`config.mk`:
```
export PLATFORM = sky130hd
export DESIGN_NAME = dmem_arbiter
export DESIGN_NICKNAME = d
export VERILOG_FILES = /design/src/rtl/dmem_arbiter_pkg.sv /design/src/rtl/dmem_arbiter_sat_counter.sv /design/src/rtl/dmem_arbiter.sv
export SDC_FILE = /design/constraint.sdc
export NUM_CORES = 1
export LEC_CHECK = 0
export CELL_PAD_IN_SITES_DETAIL_PLACEMENT = 0
export CELL_PAD_IN_SITES_GLOBAL_PLACEMENT = 1
export CORE_MARGIN = 2
export CORE_UTILIZATION = 25
export DETAILED_ROUTE_END_ITERATION = 8
export PLACE_DENSITY = 0.83
export REMOVE_ABC_BUFFERS = 1
export SYNTH_ARGS = -nofsm -noshare
export SYNTH_HDL_FRONTEND = slang
export SYNTH_SLANG_ARGS = --single-unit
```
`constraint.sdc`:
```
create_clock -name clk -period 3.9 [get_ports clk]
set_input_delay 0.78 -clock clk [delete_from_list [all_inputs] [get_ports clk]]
set_output_delay 0.78 -clock clk [all_outputs]
set_load 0.005 [all_outputs]
```
`src/rtl/dmem_arbiter_pkg.sv`:
```
// Shared types and sizing for the data-memory arbiter.
// Holds the FSM state type, default widths and counter sizing.
package dmem_arbiter_pkg;

    localparam int AW_DEF        = 8;
    localparam int DW_DEF        = 8;
    localparam int MAX_WAIT_DEF  = 4;
    localparam int MAX_BURST_DEF = 8;

    function automatic int cnt_width(input int max_val);
        return $clog2(max_val + 1);
    endfunction

    localparam int WAIT_CW  = cnt_width(MAX_WAIT_DEF);
    localparam int BURST_CW = cnt_width(MAX_BURST_DEF);

    typedef enum logic {
        ARB    = 1'b0,
        HBURST = 1'b1
    } arb_state_t;

endpackage

```
`src/rtl/dmem_arbiter_sat_counter.sv`:
```
// Saturating up-counter with synchronous clear.
// Clear has priority over increment.
module arb_sat_counter #(
    parameter int W   = 3,
    parameter int MAX = 4
) (
    input  logic         clk,
    input  logic         rst,
    input  logic         clr,
    input  logic         inc,
    output logic [W-1:0] cnt
);

    localparam logic [W-1:0] CMAX = W'(MAX);

    always_ff @(posedge clk or posedge rst) begin
        if (rst) begin
            cnt <= '0;
        end else if (clr) begin
            cnt <= '0;
        end else if (inc && (cnt != CMAX)) begin
            cnt <= cnt + 1'b1;
        end
    end

endmodule

```
`src/rtl/dmem_arbiter.sv`:
```
// Single-port data memory arbiter between CPU datapath and host.
// Host starvation bounded by wait_cnt, host bursts by burst_cnt.
import dmem_arbiter_pkg::*;

module dmem_arbiter #(
    parameter int AW        = AW_DEF,
    parameter int DW        = DW_DEF,
    parameter int MAX_WAIT  = MAX_WAIT_DEF,
    parameter int MAX_BURST = MAX_BURST_DEF
) (
    input  logic          clk,
    input  logic          rst,
    input  logic          c_req,
    input  logic          c_we,
    input  logic [AW-1:0] c_addr,
    input  logic [DW-1:0] c_wdata,
    output logic          c_gnt,
    output logic [DW-1:0] c_rdata,
    output logic          stall,
    input  logic          h_req,
    input  logic          h_we,
    input  logic          h_lock,
    input  logic [AW-1:0] h_addr,
    input  logic [DW-1:0] h_wdata,
    output logic          h_gnt,
    output logic [DW-1:0] h_rdata,
    output logic          h_rvalid,
    output logic [AW-1:0] mem_addr,
    output logic [DW-1:0] mem_din,
    output logic          mem_we,
    input  logic [DW-1:0] mem_dout
);

    localparam int WCW = cnt_width(MAX_WAIT);
    localparam int BCW = cnt_width(MAX_BURST);
    localparam logic [WCW-1:0] WMAX = WCW'(MAX_WAIT);
    localparam logic [BCW-1:0] BMAX = BCW'(MAX_BURST);

    arb_state_t     state;
    arb_state_t     nxt;
    logic [WCW-1:0] wait_cnt;
    logic [BCW-1:0] burst_cnt;
    logic           host_force;
    logic           arb_c;
    logic           arb_h;
    logic           c_sel;
    logic           h_sel;

    always_comb begin
        host_force = h_req && (wait_cnt == WMAX);
        arb_h      = host_force || (!c_req && h_req);
        arb_c      = c_req && !host_force;
        c_sel      = 1'b0;
        h_sel      = 1'b0;
        nxt        = ARB;
        unique case (state)
            ARB: begin
                c_sel = arb_c;
                h_sel = arb_h;
                if (arb_h && h_lock) nxt = HBURST;
            end
            HBURST: begin
                if (h_req && h_lock && (burst_cnt < BMAX)) begin
                    h_sel = 1'b1;
                    nxt   = HBURST;
                end else if ((burst_cnt == BMAX) && c_req) begin
                    c_sel = 1'b1;
                // no pending CPU: a saturated burst keeps the host
                end else if (h_req && h_lock) begin
                    h_sel = 1'b1;
                    nxt   = HBURST;
                end else begin
                    c_sel = arb_c;
                    h_sel = arb_h;
                end
            end
        endcase
    end

    assign c_gnt   = c_sel && !rst;
    assign h_gnt   = h_sel && !rst;
    assign stall   = c_req && !c_gnt;
    assign c_rdata = mem_dout;

    always_comb begin
        mem_we   = (h_gnt && h_we) || (c_gnt && c_we);
        mem_addr = h_gnt ? h_addr : c_addr;
        mem_din  = h_gnt ? h_wdata : c_wdata;
        if (rst) begin
            mem_addr = '0;
            mem_din  = '0;
        end
    end

    always_ff @(posedge clk or posedge rst) begin
        if (rst) begin
            state    <= ARB;
            h_rdata  <= '0;
            h_rvalid <= 1'b0;
        end else begin
            state    <= nxt;
            h_rvalid <= h_gnt && !h_we;
            if (h_gnt && !h_we) h_rdata <= mem_dout;
        end
    end

    arb_sat_counter #(.W(WCW), .MAX(MAX_WAIT)) u_wait (
        .clk (clk),
        .rst (rst),
        .clr (h_gnt || !h_req),
        .inc (h_req && !h_gnt),
        .cnt (wait_cnt)
    );

    arb_sat_counter #(.W(BCW), .MAX(MAX_BURST)) u_burst (
        .clk (clk),
        .rst (rst),
        .clr (nxt == ARB),
        .inc (h_sel && (nxt == HBURST)),
        .cnt (burst_cnt)
    );

endmodule
```
After elaboration in Yosys (flattened, before gate mapping). Index checks and enable logic that the tools add are counted.

$add $sub $neg: 2. Multipliers: 0. Divide/modulo/power cells: 0. $lt $le $gt $ge: 1. Eq/ne operators: 5. Shifts and indexed selects: 0. Mux-type cells: 21. Bitwise logic cells: 1. Reductions and logical operators: 28.

Operators by type and width (count): two-way mux 8 bit (4); logical AND 1 bit (17); two-way mux 1 bit (10); two-way mux 4 bit (2); zero test 1 bit (7); two-way mux 3 bit (2); one-hot mux 1 bit (2 select lines) (3); adder 4 x 1 -> 4 bit, second input constant (1); == test 4 bit, second input constant (1); < comparator 4 bit, second input constant (1); inequality test 4 bit, second input constant (1); adder 3 x 1 -> 3 bit, second input constant (1); == test 3 bit, second input constant (1); logical OR 1 bit (3); inequality test 3 bit, second input constant (1); inequality test 2 x 1 -> 1 bit, second input constant (1); nonzero test 2 bit (1); NOT 1 bit (1).

Register bits after elaboration: 17. Latch bits: 0. Bits in writable memories: 0. Memory bits (read-only): 0. Logic and storage cells: 63. Memories: 0.

Longest topological paths before layout. Gate-level depths: netlist of run 1.

Depth after elaboration: 13. Depth in mapped cells: 7. Mapped depth without buffers: 6.

By module. A second synthesis of run 1 with hierarchy kept.

Cells, all modules: 146. Area, all modules: 1336.3 µm².

By module, submodules not included: dmem_arbiter (instances 1, cells each 104, area an instance 900.9 µm²); arb_sat_counter (u_burst) (instances 1, cells each 24, area an instance 232.7 µm²); arb_sat_counter (u_wait) (instances 1, cells each 18, area an instance 202.7 µm²).

Least setup slack after synthesis of run 1. Ideal clock, no wire load.

Path kind: input to output. From: in rst. To: out mem_we. Arrival time: 1.820 ns. Required time: 3.120 ns. Setup slack: 1.300 ns. Cell stages on the path: 4. Buffers on the path: 1. Cell sequence: clkbuf_1 inv_1 o311a_1 a22o_1.

Longest elaborated chain between the ends: 4.

RTL lines: start: declaration (RTL line dmem_arbiter.sv:12) `input logic rst,`; zero test 1 bit (no line); logical AND 1 bit (RTL line dmem_arbiter.sv:80) `assign c_gnt = c_sel && !rst;`; net c_gnt (RTL line dmem_arbiter.sv:17) `output logic c_gnt,`; logical AND 1 bit (RTL line dmem_arbiter.sv:86) `mem_we = (h_gnt && h_we) || (c_gnt && c_we);`; logical OR 1 bit (RTL line dmem_arbiter.sv:86); end: declaration (RTL line dmem_arbiter.sv:30) `output logic mem_we,`.

The timed path passes the listed nets, and every way through them passes these cells.

Worst setup path after layout of run 1.
From: in h_lock. To: out mem_din[5].

Longest elaborated chain between the ends: 8.

RTL lines: start: declaration (RTL line dmem_arbiter.sv:22) `input logic h_lock,`; logical AND 1 bit * (RTL line dmem_arbiter.sv:63, dmem_arbiter.sv:69); two-way mux 1 bit (RTL line dmem_arbiter.sv:69) `end else if (h_req && h_lock) begin`; two-way mux 1 bit (RTL line dmem_arbiter.sv:66) `end else if ((burst_cnt == BMAX) && c_req) begin`; two-way mux 1 bit * (RTL line dmem_arbiter.sv:63) `if (h_req && h_lock && (burst_cnt < BMAX)) begin`; one-hot mux 1 bit (2 select lines) * (RTL line dmem_arbiter.sv:56) `unique case (state)`; logical AND 1 bit * (RTL line dmem_arbiter.sv:81) `assign h_gnt = h_sel && !rst;`; two-way mux 8 bit * (RTL line dmem_arbiter.sv:88) `mem_din = h_gnt ? h_wdata : c_wdata;`; two-way mux 8 bit * (RTL line dmem_arbiter.sv:89) `if (rst) begin`; end: declaration (RTL line dmem_arbiter.sv:29) `output logic [DW-1:0] mem_din,`.

Every way passes the cells marked *; elsewhere a longest branch is shown, timed or not.

==> results_dict.tcl, run 1 <==
set metrics [dict create \
    endpoint_kind "output pin" \
    finalCriticalPeriod_ns 3.68 \
    synth_common_cells "a21oi_1 (18), o21ai_0 (18), dfrtp_1 (17), nand3_1 (17)" \
    wl_per_cell_um 13.3 \
    cts-buffers-inserted 3 \
    wl_met3_um 495 \
    fin_area_mm2 0.00207 \
    dr.pass1.iters 4 \
    die_y_um 72.6 \
    cts_tree "yes" \
    drive_gt1_frac 0.102 \
    power_w 0.000551 \
    synthTopCellsByArea "dfrtp_1 (36%), a21oi_1 (7.7%), o21ai_0 (7.7%)" \
    stdcell_count 267 \
    path_class "in2out" \
    clockBufferDepth 2 \
    yosys.area.top_type_share 0.362 \
    grt_pass1_vias 1231 \
    clock-root-buffer "clkbuf_8" \
    maxSlewHeadroom 0.545 \
    period_share 0.943 \
    ys.warnings.count 0 \
    h-tree-depth 1 \
    setup.worst_path.start_class "input port" \
    cts_resized 0 \
    r2r-start "u_burst.cnt[0]" \
    cts_sinks 17 \
    detailed_place_hpwl_um 2640 \
    skew_ns 0.00170 \
    place.gp.congestion 0.738 \
    place_inst 263 \
    cts.clk_slew.worst_paths_ns 0.06 \
    grt_max_degree 22 \
    antenna_left 0 \
    ys_ff_latch 17 \
    fin_nets 267 \
    final_max_slew_viol_count 0 \
    synth_edf_count 0 \
    grt_pass1_wl_um 5500 \
    grt-ovfl-total 0 \
    critPathArrivalTime_ns 2.90 \
    hold_start "h_rdata[1]" \
    synth_cells 138 \
    vias 1313 \
    drt-initial-drc-count 49 \
    row_count 24 \
    rrSetupSlack_ns 1.54 \
    synthArstFlopShare 1.00 \
    whs_path_depth 1 \
    peakVddDrop_mv 0.187 \
    synth_top_area_cell "dfrtp_1" \
    grt_usage 0.131 \
    ioPinCount 84 \
    p_per_area_mw_per_mm2 266 \
    rsz0062_at_grt "false" \
    final-hold-violation-count 0 \
    vias_per_cell 4.92 \
    path_max_fanout 21 \
    utilization 0.466 \
    drcViolationCount 0 \
    wl_met2_um 1510 \
    crit_path_start "h_lock" \
    top_layer "met4" \
    cts_setup_buffers 0 \
    insertion_delay_ns 0.24 \
    worst_r2r_endpoint "h_rdata[3]" \
    cts_hold_buf 0 \
    yosysSeqAreaShare 0.362 \
    start_util 0.264 \
    antenna_found_initial 0 \
    netlist_area_mm2 0.00117 \
    finalSetupViolCount 0 \
    die_w_um 72.6 \
    worstMarginPinSlew_ns 0.683 \
    r2r_cells 6 \
    wl_met1_um 1520 \
    areaGrowthSynthToFinish_pct 76.5 \
    synthFlopType "dfrtp_1" \
    syn_avg_cell_area_um2 8.51 \
    yosysUniqueCellTypes 28 \
    maxCapViolations 0 \
    fmax_mhz 272 \
    status "finished, final reports clean" \
    tns_ns 0 \
    required_ns 3.12 \
    hold_end "h_rdata[1]" \
    core_area_mm2 0.00444 \
    p_leak_nw 0.802 \
    antenna_cells 0 \
    port_buffers 83 \
    wirelength_um 3550 \
    min_path_type "reg2reg" \
    die_area_mm2 0.00526 \
    post_dp_cell_area_mm2 0.00203 \
]
registers in the layout, summed over array words and instances (netlist names):
| register | flops |
|---|---|
| h_rvalid | 1 |
| u_burst.cnt | 4 |
| state | 1 |
| h_rdata | 8 |
| u_wait.cnt | 3 |
layout make-up:
cell class / instances / area, um^2
Clock buffer: 4 / 45.0
Fill cell: 445 / 2370
Inverter: 7 / 26.3
Multi-Input combinational cell: 97 / 628
Sequential cell: 17 / 425
Tap cell: 52 / 65.1
Timing Repair Buffer: 90 / 883
cell families (layout without fill, tap and decap cells):
| group | Yosys count | in the layout | synth area share |
|---|---|---|---|
| buffers and inverters | 24 | 101 | 0.103 |
| muxes | 9 | 9 | 0.0852 |
| DFF | 17 | 17 | 0.362 |
| and+or+nand+nor | 37 | 37 | 0.176 |
| xor gates and xnor gates | 3 | 3 | 0.0224 |
| AOI/OAI and AO/OA | 44 | 44 | 0.209 |
| adders and majority gates | 4 | 4 | 0.0426 |
how the worst max path moves through the flow:
stage / to / slack (ns) / cells after the start
5_1_grt: mem_din[5] / 0.06 / 6
3_3_place_gp: mem_din[5] / 0.19 / 6
2_1_floorplan: mem_we / 1.23 / 4
4_1_cts: mem_din[5] / 0.21 / 6
6_report: mem_din[5] / 0.22 / 6
3_5_place_dp: mem_din[5] / 0.21 / 6
worst max-delay path: stages:
cell,delay (ns)
clkdlybuf4s50_1,0.41
a22oi_1,0.20
o21a_1,0.61
o21ai_0,0.17
a21oi_1,0.20
clkdlybuf4s50_1,0.53
stage by stage:
step                      hold WS, ns  setup slack [ns]
after CTS                       0.510             0.207
final                           0.505             0.223
after global routing            0.526            0.0559
after floorplan                 0.505              1.23
after global placement          0.489             0.189
after detailed placement        0.496             0.210
layer usage:
| layer | vias up | track usage |
|---|---|---|
| li1 | 639 | - |
| met1 | 598 | 0.160 |
| met2 | 74 | 0.209 |
| met3 | 2 | 0.0556 |
| met4 | 0 | 0.0370 |
| met5 | - | 0 |
power breakdown:
| part | internal, W | total, W | switching [W] |
|---|---|---|---|
| clock | 0.0000723 | 0.000128 | 0.0000558 |
| sequential | 0.000199 | 0.000212 | 0.0000124 |
| combinational | 0.000139 | 0.000211 | 0.0000726 |
cells in the final DEF (no fill, tap or decap), drive strengths merged, types with 4 or more instances in the layout:
master / netlist / routed
a21oi: 18 / 18
buf: 8 / 7
clkbuf: 9 / 4
clkdlybuf4s50: 0 / 83
dfrtp: 17 / 17
ha: 4 / 4
inv: 7 / 7
mux2: 8 / 8
nand2: 5 / 5
nand3: 17 / 17
nor2: 6 / 6
o21ai: 19 / 19
No activity file was read; power rests on OpenSTA's default activity.
==> run 2: changes to the inputs <==
CELL_PAD_IN_SITES_DETAIL_PLACEMENT = default   (was 0)
CELL_PAD_IN_SITES_GLOBAL_PLACEMENT = default   (was 1)
CORE_UTILIZATION = 37   (was 25)
HOLD_SLACK_MARGIN = 0.03   (was default)
==> run 2 against run 1 <==
Net effect:
- die area down 31%
- cell count down 3.7%
- maximum frequency up 1.9%
- clock-buffer cell count unchanged
- clock skew about the same
- global-route usage up 6.4 points
- highest routed layer unchanged
==> results_dict.tcl, run 2 (synthesis gave the netlist of run 1 again) <==
set metrics [dict create \
    period_share 0.925 \
    final_cell_mix "clkdlybuf4s50_1 (83), o21ai_0 (18), a21oi_1 (18)" \
    insertion_delay_ns 0.28 \
    largest_reg_flops 8 \
    critPathArrivalTime_ns 2.83 \
    vias_per_cell 5.08 \
    r2r_cells 6 \
    clock-root-buffer "clkbuf_4" \
    layout_commonest_cell "clkdlybuf4s50_1" \
    rsz0062_at_grt "false" \
    reg_top3 "h_rdata: 8 flops, u_burst.cnt: 4 flops, u_wait.cnt: 3 flops" \
    worstMarginPinSlew_ns 0.586 \
    final_max_slew_viol_count 0 \
    finalSetupViolCount 0 \
    grt-ovfl-total 0 \
    p_per_area_mw_per_mm2 253 \
    endpoint_kind "output pin" \
    wirelength_um 3590 \
    die_area_mm2 0.00364 \
    holdWs_ns 0.511 \
    ioPinCount 84 \
    core_area_mm2 0.00303 \
    place.gp.congestion 0.798 \
    port_buffers 83 \
    drive_gt1_frac 0.0986 \
    regMostFlops "h_rdata" \
    status "finished, final reports clean" \
    antenna_cells 0 \
    die_w_um 60.4 \
    utilization 0.671 \
    required_ns 3.12 \
    antenna_found_initial 0 \
    whs_path_depth 1 \
    final-hold-violation-count 0 \
    setup.worst_path.start_class "input port" \
    start_util 0.388 \
    drt-initial-drc-count 83 \
    row_count 20 \
    cts.clk_slew.worst_paths_ns 0.09 \
    areaGrowthSynthToFinish_pct 72.8 \
    fin_nets 265 \
    p_leak_nw 0.786 \
    grt_pass1_vias 1296 \
    cts_sinks 17 \
    path_max_fanout 21 \
    detailed_place_hpwl_um 2790 \
    h-tree-depth 1 \
    power_w 0.000513 \
    drcViolationCount 0 \
    wl_per_cell_um 14.0 \
    path_class "in2out" \
    vias 1306 \
    clockBufferDepth 2 \
    finalCriticalPeriod_ns 3.61 \
    min_path_type "reg2reg" \
    cts_tree "yes" \
    grt_max_degree 22 \
    dr.pass1.iters 4 \
    antenna_left 0 \
    maxCapViolations 0 \
    grt_usage 0.194 \
    skew_ns 0.00189 \
    cts-buffers-inserted 3 \
    die_y_um 60.4 \
    grt_pass1_wl_um 5510 \
    maxSlewHeadroom 0.606 \
    cts_hold_buf 0 \
    fmax_mhz 277 \
    peakVddDrop_mv 0.251 \
    tns_ns 0 \
]
-- run 2: cell types whose count changed in the layout (fill, tap and decap cells not counted) --
cell and delta:
clkbuf_4 +3, clkbuf_8 -3, buf_4 -2, o21a_1 -1
o21a_2 +1
-- run 2: area by class of cell --
type / instances / area (um^2)
fillers: 245 / 997
multi-input cells: 97 / 629
flip-flops and latches: 17 / 425
clock buffers: 4 / 26.3
inverters: 7 / 26.3
well taps: 44 / 55.1
repair buffers: 88 / 868
-- run 2: worst paths after layout --
kind,slack [ns],startpoint,to
max in group asynchronous,2.57,rst,h_rdata[6]
max,0.29,h_lock,mem_din[3]
max reg2reg,1.66,u_wait.cnt[0],h_rdata[4]
min in group asynchronous,1.14,rst,h_rdata[7]
min reg2reg,0.51,h_rdata[7],h_rdata[7]
min,0.51,h_rdata[7],h_rdata[7]
-- run 2: critical path, cell delays in order --
cell,delay (ns)
clkdlybuf4s50_1,0.42
a22oi_1,0.34
o21a_2,0.45
o21ai_0,0.13
a21oi_1,0.18
clkdlybuf4s50_1,0.52
-- run 2: layer usage --
metal  track usage  up-vias  part of all wire
met5             0        -                 0
met4        0.0413        0            0.0045
met3        0.0533        2              0.11
met2         0.370       75              0.50
met1         0.214      592              0.38
li1              -      637                 -
-- run 2: power breakdown --
| part | switching, W | internal [W] |
|---|---|---|
| Sequential | 0.0000132 | 0.000199 |
| Clock | 0.0000520 | 0.0000397 |
| Combinational | 0.0000714 | 0.000138 |
-- run 2: metrics by stage --
step	area, um^2	cells	setup slack [ns]
2_1_floorplan	1080	121	1.23
3_3_place_gp	2000	253	0.200
3_5_place_dp	2000	253	0.0941
4_1_cts	2030	257	0.0913
5_1_grt	2030	257	0.152
6_report	2030	257	0.291
-- run 2: what timing repair did --
| action | in CTS | in global routing |
|---|---|---|
| endpoints found under the setup margin | 0 | 15 |
| buffers inserted | 0 | 0 |
| gates resized for setup | 0 | 1 |
==> patch 1, RTL diff (settings of run 2) <==
`AW_DEF`: 8 -> 9.
--- a/src/rtl/dmem_arbiter_pkg.sv
+++ b/src/rtl/dmem_arbiter_pkg.sv
@@ -2,7 +2,7 @@
 // Holds the FSM state type, default widths and counter sizing.
 package dmem_arbiter_pkg;
 
-    localparam int AW_DEF        = 8;
+    localparam int AW_DEF        = 9;
     localparam int DW_DEF        = 8;
     localparam int MAX_WAIT_DEF  = 4;
     localparam int MAX_BURST_DEF = 8;
Ports: changed (resized c_addr, h_addr and mem_addr); port bits go from 84 to 87. No check against the original RTL was run, so the function may have changed too.
==> patch 1 against run 2 <==
- wire length is 4.3% higher
- sequential cell count stayed put
- cell area is 2.8% higher
- hold slack better by 0.0040 ns
- power is 2.3% higher
- register-to-register slack better by 0.09 ns
- setup slack better by 0.21 ns
- synthesized area is 2.4% higher
==> patch 1: results (changes against run 2) <==
| Metric | Value |
|---|---|
| Outcome | complete, no violations (unchanged) |
| Largest delay share family, worst path | buffers and inverters (was compound AO/OA/AOI/OAI gates) |
| Grt met2 use | 37.4% (was 37.0%) |
| First-pass GRT wire length | 5.76 mm (was 5.51 mm) |
| VDD IR-drop max | 233 uV (was 251 uV) |
| Worst Path Max Fanout | 22 (was 21) |
| Hold WS | 0.515 ns (was 0.511 ns) |
| Dpl cell area | 0.00206 sq mm (was 0.00200 sq mm) |
| Worst Path Arrival | 2.62 ns (was 2.83 ns) |
| Register area share after synthesis | 35.3% (was 36.2%) |
| Setup WS pre-CTS | 0.511 ns (was 0.0941 ns) |
| All-Layer GR Usage | 20.2% (was 19.4%) |
| Worst-case clock buffer depth | 2 (unchanged) |
| Final HPWL DP | 2.95 mm (was 2.79 mm) |
| Worst-path clk slew | 0.11 ns (was 0.09 ns) |
| DR WL met2 | 1.88 mm (was 1.78 mm) |
| Final #Nets | 273 (was 265) |
| Synth area leaders | dfrtp_1, a21oi_1, o21ai_0, nand3_1, mux2_2 (was dfrtp_1, a21oi_1, o21ai_0, mux2_2, nand3_1) |
| Pleak | 0.802 nW (was 0.786 nW) |
| Met1 wire length | 1.53 mm (was 1.38 mm) |
| Share of cells above drive strength 1 | 9.59% (was 9.86%) |
| R2r startpoint | u_burst.cnt[0] (was u_wait.cnt[0]) |
| Fill count | 233 (was 245) |
| Slowest CP cell | clkdlybuf4s50_1 (unchanged) |
| M3 GR Usage | 2.31% (was 5.33%) |
| Fin cells | 263 (was 257) |
| HP Start | h_rdata[1] (was h_rdata[7]) |
| Hold path depth | 1 (unchanged) |
| Avg WL per Cell | 14.2 microns (was 14.0 microns) |
| Critical path capture point | mem_addr[5] (was mem_din[3]) |
| Fmax | 294 MHz (was 277 MHz) |
| Routed met3 length | 305 microns (was 410 microns) |
| Via Count | 1352 (was 1306) |
| Post-synthesis average cell area | 8.48 sq um (was 8.51 sq um) |
| Routability Congestion | 0.851 (was 0.798) |
| Commonest cells in the netlist | a21oi_1, o21ai_0, nand3_1 (was a21oi_1, o21ai_0, dfrtp_1, nand3_1) |
| Met1 Track Usage GR | 24.7% (was 21.4%) |
| Regs by FF count | h_rdata (8), u_burst.cnt (4), u_wait.cnt (3) (unchanged) |
| Slew HR | 60.7% (was 60.6%) |
| Post-CTS Setup Repair Bufs | 0 (unchanged) |
| Vias in the first global route | 1273 (was 1296) |
| R2R Setup Slk | 1.75 ns (was 1.66 ns) |
| I/O Buffers | 86 (was 83) |
| Initial drt markers | 85 (was 83) |
| Final setup skew | 0.00305 ns (was 0.00189 ns) |
| Largest net degree at the start of global routing | 23 (was 22) |
| Syn. warnings | 0 (unchanged) |
| Crit Reg-Reg Endpoint | h_rdata[5] (was h_rdata[4]) |
| Most used DFF post-synth | dfrtp_1 (unchanged) |
| Hold Path Sink | h_rdata[1] (was h_rdata[7]) |
==> patch 1: cell types whose count changed after synthesis, sizes merged <==
cell / run 2 / this run
a21oi: 18 / 19
nand3: 17 / 18
o21ai: 19 / 20
buf: 8 / 9
==> patch 1: logic make-up (layout without fill, tap and decap cells) <==
logic type,after synthesis,after routing,share of synthesized area (%)
buffers and inverters,25,102,10.4
AOI/OAI and AO/OA,46,46,22.1
DFF,17,17,35.3
adders and majority gates,4,4,4.16
and+or+nand+nor,38,38,17.5
muxes,9,9,8.32
xor gates and xnor gates,3,3,2.18
==> patch 1: area by class of cell <==
type	instances	area, sq um	area share, %
timing repair buffer	91	898	43.0
multi-input combinational	100	653	31.3
sequential	17	425	20.4
tap	44	55.1	2.64
inverter	7	26.3	1.26
clock buffer	3	22.5	1.08
clock inverter	1	7.51	0.359
==> patch 1: power breakdown <==
group	switching, mW	internal (mW)	total (mW)
sequential	0.0122	0.199	0.211
combinational	0.0746	0.142	0.217
clock	0.0579	0.0389	0.0968
==> patch 2, RTL diff (config.mk and constraints of run 2) <==
Without the edit above. Make the reset (`rst`) synchronous in 2 clocked blocks.
--- a/src/rtl/dmem_arbiter_sat_counter.sv
+++ b/src/rtl/dmem_arbiter_sat_counter.sv
@@ -13,7 +13,7 @@
 
     localparam logic [W-1:0] CMAX = W'(MAX);
 
-    always_ff @(posedge clk or posedge rst) begin
+    always_ff @(posedge clk) begin
         if (rst) begin
             cnt <= '0;
         end else if (clr) begin
--- a/src/rtl/dmem_arbiter.sv
+++ b/src/rtl/dmem_arbiter.sv
@@ -92,7 +92,7 @@
         end
     end
 
-    always_ff @(posedge clk or posedge rst) begin
+    always_ff @(posedge clk) begin
         if (rst) begin
             state    <= ARB;
             h_rdata  <= '0;
Behaviour: differs if rst is asserted again (counterexample within 4 cycles, from zero or initial values and one cycle with rst high); with rst held inactive, the same outputs for 10 cycles.
==> patch 2 against run 2 <==
- synthesized area is 0.64% higher
- cell area is 0.80% lower
- wire length is 1.2% lower
- power is 17% lower
- via count is 8.0% higher
- die area is 0.60% higher
- setup slack better by 0.056 ns
- register-to-register slack better by 0.40 ns
- clock skew is 0.0016 ns higher
- count of clock-buffer cells in the layout stayed put
- sequential cell count stayed put
- critical endpoint is now mem_din[0]
==> patch 2: results (changes against run 2) <==
| Metric | Value |
|---|---|
| First-pass GRT wire length | 5.76 mm (was 5.51 mm) |
| Hold Path Sink | h_rdata[0] (was h_rdata[7]) |
| Commonest cells in the netlist | o21ai_0, a21oi_1, dfxtp_1 (was a21oi_1, o21ai_0, dfrtp_1, nand3_1) |
| Post-Synth Adder-Cell Area | 4.23% (was 4.26%) |
| Worst Path Arrival | 2.77 ns (was 2.83 ns) |
| Outcome | complete, no violations (unchanged) |
| Share of cells above drive strength 1 | 6.99% (was 9.86%) |
| Register area share after synthesis | 28.8% (was 36.2%) |
| All-Layer GR Usage | 20.4% (was 19.4%) |
| Hold path depth | 2 (was 1) |
| Final setup skew | 0.00349 ns (was 0.00189 ns) |
| Worst Path Max Fanout | 33 (was 21) |
| Synth area leaders | dfxtp_1, o21ai_0, a21oi_1, nand3_1, buf_4 (was dfrtp_1, a21oi_1, o21ai_0, mux2_2, nand3_1) |
| Compound-gate portion of the synthesized area | 27.8% (was 20.9%) |
| VDD IR-drop max | 146 uV (was 251 uV) |
| Slew HR | 69.2% (was 60.6%) |
| R2R Setup Slk | 2.06 ns (was 1.66 ns) |
| Synth Area in XOR/XNOR | 2.96% (was 2.24%) |
| Initial drt markers | 55 (was 83) |
| Crit Reg-Reg Endpoint | h_rdata[1] (was h_rdata[4]) |
| Share of flip-flops with an asynchronous set or reset | 0% (was 100%) |
| Vias in the first global route | 1318 (was 1296) |
| Routability Congestion | 0.933 (was 0.798) |
| Post-synthesis average cell area | 7.48 sq um (was 8.51 sq um) |
| Distinct cells, synth | 30 (was 28) |
| Routed vias/inst | 5.16 (was 5.08) |
| Avg WL per Cell | 13.0 microns (was 14.0 microns) |
| Final #Nets | 281 (was 265) |
| R2r startpoint | u_burst.cnt[0] (was u_wait.cnt[0]) |
| Pleak | 0.705 nW (was 0.786 nW) |
| Largest net degree at the start of global routing | 34 (was 22) |
[patch 2: changes by cell type after synthesis, moves of 2 or more]
cell / change
or3b_2: +3
or3b_1: +5
o21ai_0: +9
nand2_1: -2
nor4_1: +3
mux2_2: -8
dfrtp_1: -17
clkbuf_1: +2
a21oi_1: +8
dfxtp_1: +17
[patch 2: layer usage]
metal	up-vias	GRT usage, %	part of all wire (%)
met5	-	0	0
met4	0	4.04	1.1
met3	4	5.76	8.0
met2	61	35.9	49
met1	643	25.2	42
li1	702	-	-
[patch 2: report_power, final]
group	internal, mW	total, mW	switching [mW]
clock network	0.0397	0.0962	0.0565
registers	0.178	0.180	0.00218
logic	0.0937	0.148	0.0543
[patch 2: worst max-delay path by stage]
stage          startpoint           to  slack (ns)  depth (start not counted)
2_1_floorplan      h_lock  mem_addr[0]        0.78                          4
3_3_place_gp       h_lock   mem_din[0]        0.41                          6
3_5_place_dp       h_lock   mem_din[0]        0.36                          6
4_1_cts            h_lock   mem_din[0]        0.35                          6
5_1_grt            h_lock   mem_din[0]        0.22                          6
6_report           h_lock   mem_din[0]        0.35                          6
[patch 2: area by class of cell]
class / instances / area (sq um)
Inverter: 7 / 26.3
Multi-Input combinational cell: 113 / 698
Fill cell: 269 / 1040
Sequential cell: 17 / 340
Tap cell: 44 / 55.1
Timing Repair Buffer: 88 / 868
Clock buffer: 4 / 26.3
[patch 2: worst min-delay path: stages (launching register included)]
cell and delay, ns:
dfxtp_1 0.32, o21ai_0 0.06, a21oi_1 0.06
[patch 2: kinds of logic (layout without fill, tap and decap cells)]
kind of cell               count (synthesis)  count (layout)
AOI/OAI and AO/OA                         59              59
xor gates and xnor gates                   4               4
adders and majority gates                  4               4
buffers and inverters                     28              99
DFF                                       17              17
muxes                                      2               2
and+or+nand+nor                           44              44
[patch 2: metrics by stage]
| step | hold slack, ns | instance area, sq um | utilization (%) |
|---|---|---|---|
| 2_1_floorplan | 0.464 | 1060 | - |
| 3_3_place_gp | 0.460 | 1990 | 65.1 |
| 3_5_place_dp | 0.467 | 1990 | 65.1 |
| 4_1_cts | 0.482 | 2010 | 66.0 |
| 5_1_grt | 0.511 | 2010 | 66.0 |
| 6_report | 0.481 | 2010 | 66.0 |
